**config.mk**
```make
export PLATFORM = sky130hd
export DESIGN_NAME = mod_addsub_pipe
export DESIGN_NICKNAME = d
export VERILOG_FILES = /design/src/rtl/kyber_pkg.sv /design/src/rtl/mod_addsub_lane.sv /design/src/rtl/mod_addsub_pipe.sv
export SDC_FILE = /design/constraint.sdc
export NUM_CORES = 1
export LEC_CHECK = 0
export BUFFER_PORTS_ARGS = -buffer_cell sky130_fd_sc_hd__clkbuf_2
export CELL_PAD_IN_SITES_DETAIL_PLACEMENT = 0
export CELL_PAD_IN_SITES_GLOBAL_PLACEMENT = 2
export CORE_MARGIN = 2
export CORE_UTILIZATION = 30
export CTS_CLUSTER_DIAMETER = 200
export DETAILED_ROUTE_END_ITERATION = 10
export PLACE_DENSITY = 0.76
export SETUP_SLACK_MARGIN = 0.15
export SLEW_MARGIN = 40
export SYNTH_ARGS = -nofsm -noshare
export SYNTH_HDL_FRONTEND = slang
export SYNTH_HIERARCHICAL = 1
export SYNTH_SLANG_ARGS = --single-unit
export TNS_END_PERCENT = 10
```
**constraint.sdc**
```tcl
create_clock -name clk -period 2.9 [get_ports clk]
set_clock_uncertainty 0.05 [all_clocks]
set_input_delay 0.29 -clock clk [delete_from_list [all_inputs] [get_ports clk]]
set_output_delay 0.29 -clock clk [all_outputs]
set_load 0.05 [all_outputs]
```
**src/rtl/kyber_pkg.sv**
```systemverilog
// Shared constants and operation encoding for the Kyber coefficient datapath.
package kyber_pkg;

    localparam int KYBER_Q = 3329;
    localparam int KYBER_W = 12;

    // Per-beat operation select carried on in_sub.
    typedef enum logic {
        OP_ADD = 1'b0,
        OP_SUB = 1'b1
    } op_e;

endpackage

```
**src/rtl/mod_addsub_lane.sv**
```systemverilog
// Single-lane combinational modular add/sub front end.
// Produces the raw sum/difference, the Q-corrected candidate, and a select bit
// that is 1 when the candidate (not the raw value) is the reduced result.
// All arithmetic is W+1 bits wide so the sign of the intermediate is visible.
module mod_addsub_lane
    import kyber_pkg::*;
#(
    parameter int W = KYBER_W,
    parameter int Q = KYBER_Q
) (
    input  logic [W-1:0] a_i,
    input  logic [W-1:0] b_i,
    input  logic         sub_i,
    output logic [W-1:0] raw_o,
    output logic [W-1:0] cand_o,
    output logic         sel_o
);

    localparam logic [W:0] QX = (W+1)'(Q);

    logic [W:0] raw_x;
    logic [W:0] cand_x;

    // Add: candidate is s-Q, chosen unless negative.
    // Sub: candidate is d+Q, chosen only when d is negative.
    always_comb begin
        raw_x  = '0;
        cand_x = '0;
        sel_o  = 1'b0;
        if (op_e'(sub_i) == OP_SUB) begin
            raw_x  = {1'b0, a_i} - {1'b0, b_i};
            cand_x = raw_x + QX;
            sel_o  = raw_x[W];
        end else begin
            raw_x  = {1'b0, a_i} + {1'b0, b_i};
            cand_x = raw_x - QX;
            sel_o  = ~cand_x[W];
        end
    end

    assign raw_o  = raw_x[W-1:0];
    assign cand_o = cand_x[W-1:0];

endmodule

```
**src/rtl/mod_addsub_pipe.sv**
```systemverilog
// Two-stage pipelined multi-lane modular adder/subtractor.
// Handshake: a beat transfers on a side when valid && ready are both high at a
// rising clk edge; a producer holds valid and data stable until that happens.
// in_ready depends only on pipeline occupancy and out_ready, never on in_valid.
// S1 holds the raw value, the corrected candidate and the select bit (which
// encodes the beat's add/sub op together with the sign); S2 holds the result.
module mod_addsub_pipe
    import kyber_pkg::*;
#(
    parameter int W     = KYBER_W,
    parameter int Q     = KYBER_Q,
    parameter int LANES = 1
) (
    input  logic                 clk,
    input  logic                 rst_n,
    input  logic                 in_valid,
    output logic                 in_ready,
    input  logic                 in_sub,
    input  logic [LANES*W-1:0]   in_a,
    input  logic [LANES*W-1:0]   in_b,
    output logic                 out_valid,
    input  logic                 out_ready,
    output logic [LANES*W-1:0]   out_data,
    output logic [31:0]          beat_cnt
);

    logic [LANES*W-1:0] lane_raw;
    logic [LANES*W-1:0] lane_cand;
    logic [LANES-1:0]   lane_sel;

    logic               s1_valid_q, s1_valid_d;
    logic [LANES*W-1:0] s1_raw_q,   s1_raw_d;
    logic [LANES*W-1:0] s1_cand_q,  s1_cand_d;
    logic [LANES-1:0]   s1_sel_q,   s1_sel_d;
    logic               s2_valid_q, s2_valid_d;
    logic [LANES*W-1:0] s2_data_q,  s2_data_d;
    logic [31:0]        cnt_q,      cnt_d;

    logic               s1_adv;
    logic               s2_adv;
    logic [LANES*W-1:0] sel_data;

    // One independent combinational lane per coefficient.
    for (genvar g = 0; g < LANES; g++) begin : g_lane
        mod_addsub_lane #(
            .W (W),
            .Q (Q)
        ) u_lane (
            .a_i    (in_a[g*W +: W]),
            .b_i    (in_b[g*W +: W]),
            .sub_i  (in_sub),
            .raw_o  (lane_raw[g*W +: W]),
            .cand_o (lane_cand[g*W +: W]),
            .sel_o  (lane_sel[g])
        );
    end

    // Stage advance conditions: a stage may load when empty or when draining.
    always_comb begin
        s2_adv = !s2_valid_q || out_ready;
        s1_adv = !s1_valid_q || s2_adv;
    end

    // Final per-lane reduction mux feeding S2.
    always_comb begin
        sel_data = '0;
        for (int i = 0; i < LANES; i++) begin
            sel_data[i*W +: W] = s1_sel_q[i] ? s1_cand_q[i*W +: W] : s1_raw_q[i*W +: W];
        end
    end

    // Next-state for both pipeline stages and the saturating delivery counter.
    always_comb begin
        s1_valid_d = s1_valid_q;
        s1_raw_d   = s1_raw_q;
        s1_cand_d  = s1_cand_q;
        s1_sel_d   = s1_sel_q;
        s2_valid_d = s2_valid_q;
        s2_data_d  = s2_data_q;
        cnt_d      = cnt_q;

        if (s1_adv) begin
            s1_valid_d = in_valid;
            if (in_valid) begin
                s1_raw_d  = lane_raw;
                s1_cand_d = lane_cand;
                s1_sel_d  = lane_sel;
            end
        end

        if (s2_adv) begin
            s2_valid_d = s1_valid_q;
            if (s1_valid_q) begin
                s2_data_d = sel_data;
            end
        end

        if (s2_valid_q && out_ready && (cnt_q != 32'hFFFF_FFFF)) begin
            cnt_d = cnt_q + 32'd1;
        end
    end

    // Pipeline and counter registers; reset drops any in-flight beats.
    always_ff @(posedge clk) begin
        if (!rst_n) begin
            s1_valid_q <= 1'b0;
            s1_raw_q   <= '0;
            s1_cand_q  <= '0;
            s1_sel_q   <= '0;
            s2_valid_q <= 1'b0;
            s2_data_q  <= '0;
            cnt_q      <= '0;
        end else begin
            s1_valid_q <= s1_valid_d;
            s1_raw_q   <= s1_raw_d;
            s1_cand_q  <= s1_cand_d;
            s1_sel_q   <= s1_sel_d;
            s2_valid_q <= s2_valid_d;
            s2_data_q  <= s2_data_d;
            cnt_q      <= cnt_d;
        end
    end

    assign in_ready  = s1_adv;
    assign out_valid = s2_valid_q;
    assign out_data  = s2_data_q;
    assign beat_cnt  = cnt_q;

endmodule
```
After elaboration in Yosys (flattened, before gate mapping). Index checks and enable logic that the tools add are counted.

Flip-flop bits (word level): 71. Input port bits: 29. Logic and storage cells: 26.

$add $sub $neg: 5. Eq/ne operators: 1. Multiplexer cells: 4. Bitwise gates (word level): 1. Reduce and logical (&&, ||, !) cells: 8.

Operators with widths (number): 12-bit two-way mux (3); 32-bit by 1-bit adder with 32-bit output (second input constant) (1); 32-bit inequality test (second input constant) (1); 12-bit by 12-bit adder with 13-bit output (1); 12-bit by 12-bit subtractor with 13-bit output (1); 13-bit by 12-bit subtractor with 13-bit output (second input constant) (1); 12-bit adder (second input constant) (1); 2-bit AND reduction (2); 1-bit logical AND (2); 1-bit logical NOT (2); 1-bit logical OR (2); 1-bit two-way mux (1); 1-bit inverter (1).

Longest topological paths before layout.
Depth in word-level cells: 4. Gate-level depth with buffers: 15. Gate-level depth less buffers: 15.

By module. Netlist, hierarchy kept.

Modules (own cells, without submodules): mod_addsub_pipe (instances 1, cells each 379, area an instance 3184.3 µm², sequential area each 1421.4 µm²); mod_addsub_lane (instances 1, cells each 245, area an instance 1770.4 µm², sequential area each 0.0 µm²).

Worst setup path before layout. No wires, ideal clock.

Path kind: input-to-reg. From: input in_a[0]. To: register s1_cand_q[11]. Library setup time: 70 ps. Data arrival time: 2757 ps. Data required time: 2780 ps. Path slack: 22 ps. Cell stages on the path: 13. Buffers on the path: 0. Cell sequence: ha_1 > fa_1 > nor2b_2 > o31ai_2 > xor2_2 > nand4b_1 > and4bb_1 > a21oi_1 > o21ai_1 > xor2_1 > mux2i_1 > nand2_1 > a21oi_1.

Longest elaborated chain between the ends: 3. Elaborated cells between the ends (all ways): 5.

RTL lines: start, declared (RTL line mod_addsub_pipe.sv:19) `input logic [LANES*W-1:0] in_a,`; 12-bit by 12-bit adder with 13-bit output or 12-bit by 12-bit subtractor with 13-bit output (tied branches) (RTL line mod_addsub_lane.sv:35, mod_addsub_lane.sv:31); 13-bit by 12-bit subtractor with 13-bit output or 12-bit adder (tied branches) (RTL line mod_addsub_lane.sv:36, mod_addsub_lane.sv:32); 12-bit two-way mux (*) (RTL line mod_addsub_lane.sv:30) `if (op_e'(sub_i) == OP_SUB) begin`; via lane_cand[11] (RTL line mod_addsub_pipe.sv:28) `logic [LANES*W-1:0] lane_cand;`; end signal, assigned (RTL line mod_addsub_pipe.sv:116) `s1_cand_q <= s1_cand_d;`; end, declared (RTL line mod_addsub_pipe.sv:33) `logic [LANES*W-1:0] s1_cand_q, s1_cand_d;`.

Mark *: on every way through the listed nets, which the timed path passes. The rest lies on a longest branch. A chain may end at the register's enable or synchronous reset.

Final worst setup path.
From: input in_a[1]. To: register s1_cand_q[9].

Same word-level chain as after synthesis.

==> results by group <==
Status
  – Status: finished, final reports clean

Routing
  – Routed via count: 4,574
  – DRC: 0
  – Post-DR wirelength/cell: 13.0 um
  – DRT antenna net count: 0
  – Drt first pass iters: 5
  – DR iter-0 viols: 192
  – Final wirelength: roughly 12 mm
  – Vias per cell: 4.81

Timing
  – Worst-margin pin slew: 825 ps
  – Final worst path period share: 88.1%
  – Fin. max-slew vios: 0
  – Period minus WS final: 2560 ps
  – Slew headroom: 44.9%
  – Hold_ws: 170 ps
  – Final Hold Fails: 0
  – RSZ-0062 raised after global routing: true
  – Fmax achieved: 391 MHz
  – Final setup violation count: 0

Synth
  – Mapped cell area: 0.00495 mm2
  – Asr flop ratio synth: 0%
  – Top FF cell, synth: dfxtp_1
  – Ys Warns: 6
  – Post-synth net total: 682
  – EDFF count, synth: 0
  – Syn avg cell area: slightly below 8 um2
  – Synth Register Bits: slightly above 70
  – Synth cell types: 70
  – Post-Syn Instances: 624
  – Register area share after synthesis: 28.7%

Clocking
  – H-tree depth: 3
  – Clock root cell: clkbuf_16
  – Clock latency on the worst-skew pair: about 340 ps
  – Reg clk slew, reported paths: approximately 60 ps
  – Num CTS Buffers: 9
  – CTS tree: yes
  – CTS Buffer Depth: 2
  – Num Clock Sinks: a little over 70
  – CTS Hold Bufs: 0

Global route
  – Initial antenna violation count: 0
  – Gr ovfl total: 0
  – Global-route wire length before repair: between 20 and 25 mm
  – Vias in the first global route: ~4,400
  – GRT Util Overall: 14.5%
  – Largest net degree at the start of global routing: 40

Setup path
  – Critical path class: input port to flip-flop
  – Max FO, Critical Path: 4
  – Worst EP arrival: approximately 2800 ps
  – Crit. End Element: flip-flop
  – R2R cell count: 5
  – CP startpoint kind: input port
  – CP required: 3110 ps

Floorplanning
  – I/O pin count: 75
  – Std-Cell Core Area: 0.0160 mm2
  – Die height: roughly 130 um
  – Die X: ~130 um
  – Die area: 0.0176 mm2
  – Starting density of the core: 31.0%
  – Std-Cell Rows: 46

Hold path
  – Worst hold-check path type: input port to flip-flop
  – Hold Crit Depth: 3

Finish
  – Design area: 0.00629 mm2
  – Layout cell share with drive strength beyond 1: 25.9%
  – Fin nets: 788
  – Area Growth Syn to Fin: 27.0%
  – N_diodes: 0

Power and ir drop
  – Leakage power: between 2 and 3 nW
  – PD cells: 498 mW/mm2
  – Total power: about 3.1 mW
  – Worst vdd ir: 0.000248 V

Placed design
  – RePlAce Congestion: 0.829
  – Input/output buffers: 74
  – Dpl cell area: 0.00586 mm2
  – Detailed Place HPWL: between 9 and 10 mm

Flow run
  – Max-cap violations: 0
==> cell type report <==
type	instances	area, um2
Clock buffer	10	239
Tap cell	216	270
Timing Repair Buffer	127	790
Sequential cell	71	1420
Multi-Input combinational cell	494	3390
Clock inverter	6	83.8
Inverter	27	104
Fill cell	1695	9710
==> worst paths after layout <==
kind	slack, ps	to	startpoint
hold reg to reg	400	s1_raw_q[5]	s1_raw_q[5]
hold / removal	170	s1_valid_q	in_valid
setup / recovery	340	s1_cand_q[9]	in_a[1]
setup reg to reg	540	beat_cnt[1]	beat_cnt[21]
==> synth_stat cells (3+ instances only) <==
cell type  number  share of area, %
nand2_1        86               6.5
dfxtp_1        71                29
a21oi_1        60               6.1
nor2_1         58               4.4
xnor2_1        31               5.5
ha_1           27               6.8
inv_1          27               2.0
mux2i_1        26               5.3
clkbuf_1       23               1.7
a211oi_1       18               2.7
o21ai_0        17               1.7
nand3_1        15               1.5
xor2_1         13               2.3
nand2b_1       11               1.4
nand4_1        11               1.4
nor2b_1        11               1.4
and3_1          9               1.1
or4_1           8               1.2
o31ai_1         6              0.91
nor3_1          5              0.50
nor4_1          5              0.63
o21a_1          5              0.76
a31oi_1         4              0.50
o21ai_1         4              0.40
o21bai_1        4              0.61
or3_1           4              0.50
and2_1          3              0.38
and4_1          3              0.53
buf_2           3              0.30
buf_4           3              0.45
o31ai_2         3              0.76
or2_2           3              0.38
==> report_power, final <==
part / total [mW] / internal [mW] / leakage [nW] / switching, mW
sequential: 1.06 / 1.03 / 0.579 / 0.0347
clock: 1.19 / 0.772 / 0.162 / 0.416
combinational: 0.882 / 0.405 / 1.85 / 0.477
==> state kept, by name, indices dropped and copies added (netlist names) <==
signal	count
s1_sel_q	1
s1_raw_q	12
out_data	12
s1_cand_q	12
s1_valid_q	1
beat_cnt	32
out_valid	1
==> metal layers <==
layer  wire length (um)  GRT usage, %  up-vias  part of all wire (%)
li1                   -             -     2404                     -
met1               6630          21.0     2060                    54
met2               5120          21.5       95                    41
met3                400          2.18       15                   3.2
met4                210          5.32        0                   1.7
met5                  0             0        -                     0
==> kinds of logic (layout without fill, tap and decap cells) <==
| kind of cell | count (synthesis) | after routing | synth area share [%] |
|---|---|---|---|
| compound gates | 139 | 139 | 18.3 |
| xor+xnor | 46 | 46 | 8.43 |
| fa+ha+maj | 29 | 29 | 7.63 |
| buf+inv | 59 | 170 | 5.08 |
| flops | 71 | 71 | 28.7 |
| mux | 27 | 27 | 5.56 |
| simple gates | 253 | 253 | 26.4 |
==> layout by cell type, fill, tap and decap left out, types with 6 or more instances in the layout <==
master	count
a211oi_1	17
nand3_1	15
dfxtp_1	71
buf_4	53
nor2b_1	11
xor2_1	13
clkbuf_16	9
and3_1	9
clkbuf_2	72
mux2i_1	26
inv_1	25
o21ai_0	16
a21oi_1	57
o31ai_1	6
xnor2_1	29
nand2_1	85
nor2_1	58
ha_1	25
or4_1	8
nand2b_1	11
nand4_1	11
==> repair_timing <==
item / 4_1_cts / 5_1_grt
buffers inserted: 0 / 2
hold endpoints to repair: 0 / 0
setup endpoints to repair: 0 / 6
gates resized for setup: 0 / 23
==> worst max-delay path, cell delays in order <==
cell and delay [ps]:
clkbuf_2 150, ha_1 330, nor2b_1 160, o31ai_2 260, buf_4 160, mux2_4 300
a2111oi_4 260, nor3_2 110, a21oi_2 190, buf_4 130, xnor2_1 50, a21oi_1 170
nand2_1 80, a21oi_1 130
==> metrics by stage <==
stage / setup slack (ps) / util (%) / cells / setup TNS (ps)
2_1_floorplan: 151 / - / 624 / 0
3_3_place_gp: -24.8 / 36.6 / 933 / -30.8
3_5_place_dp: -84.5 / 36.6 / 933 / -303
4_1_cts: 263 / 38.6 / 949 / 0
5_1_grt: 142 / 39.3 / 951 / 0
6_report: 344 / 39.3 / 951 / 0
Power figures use the tool's default switching activity.
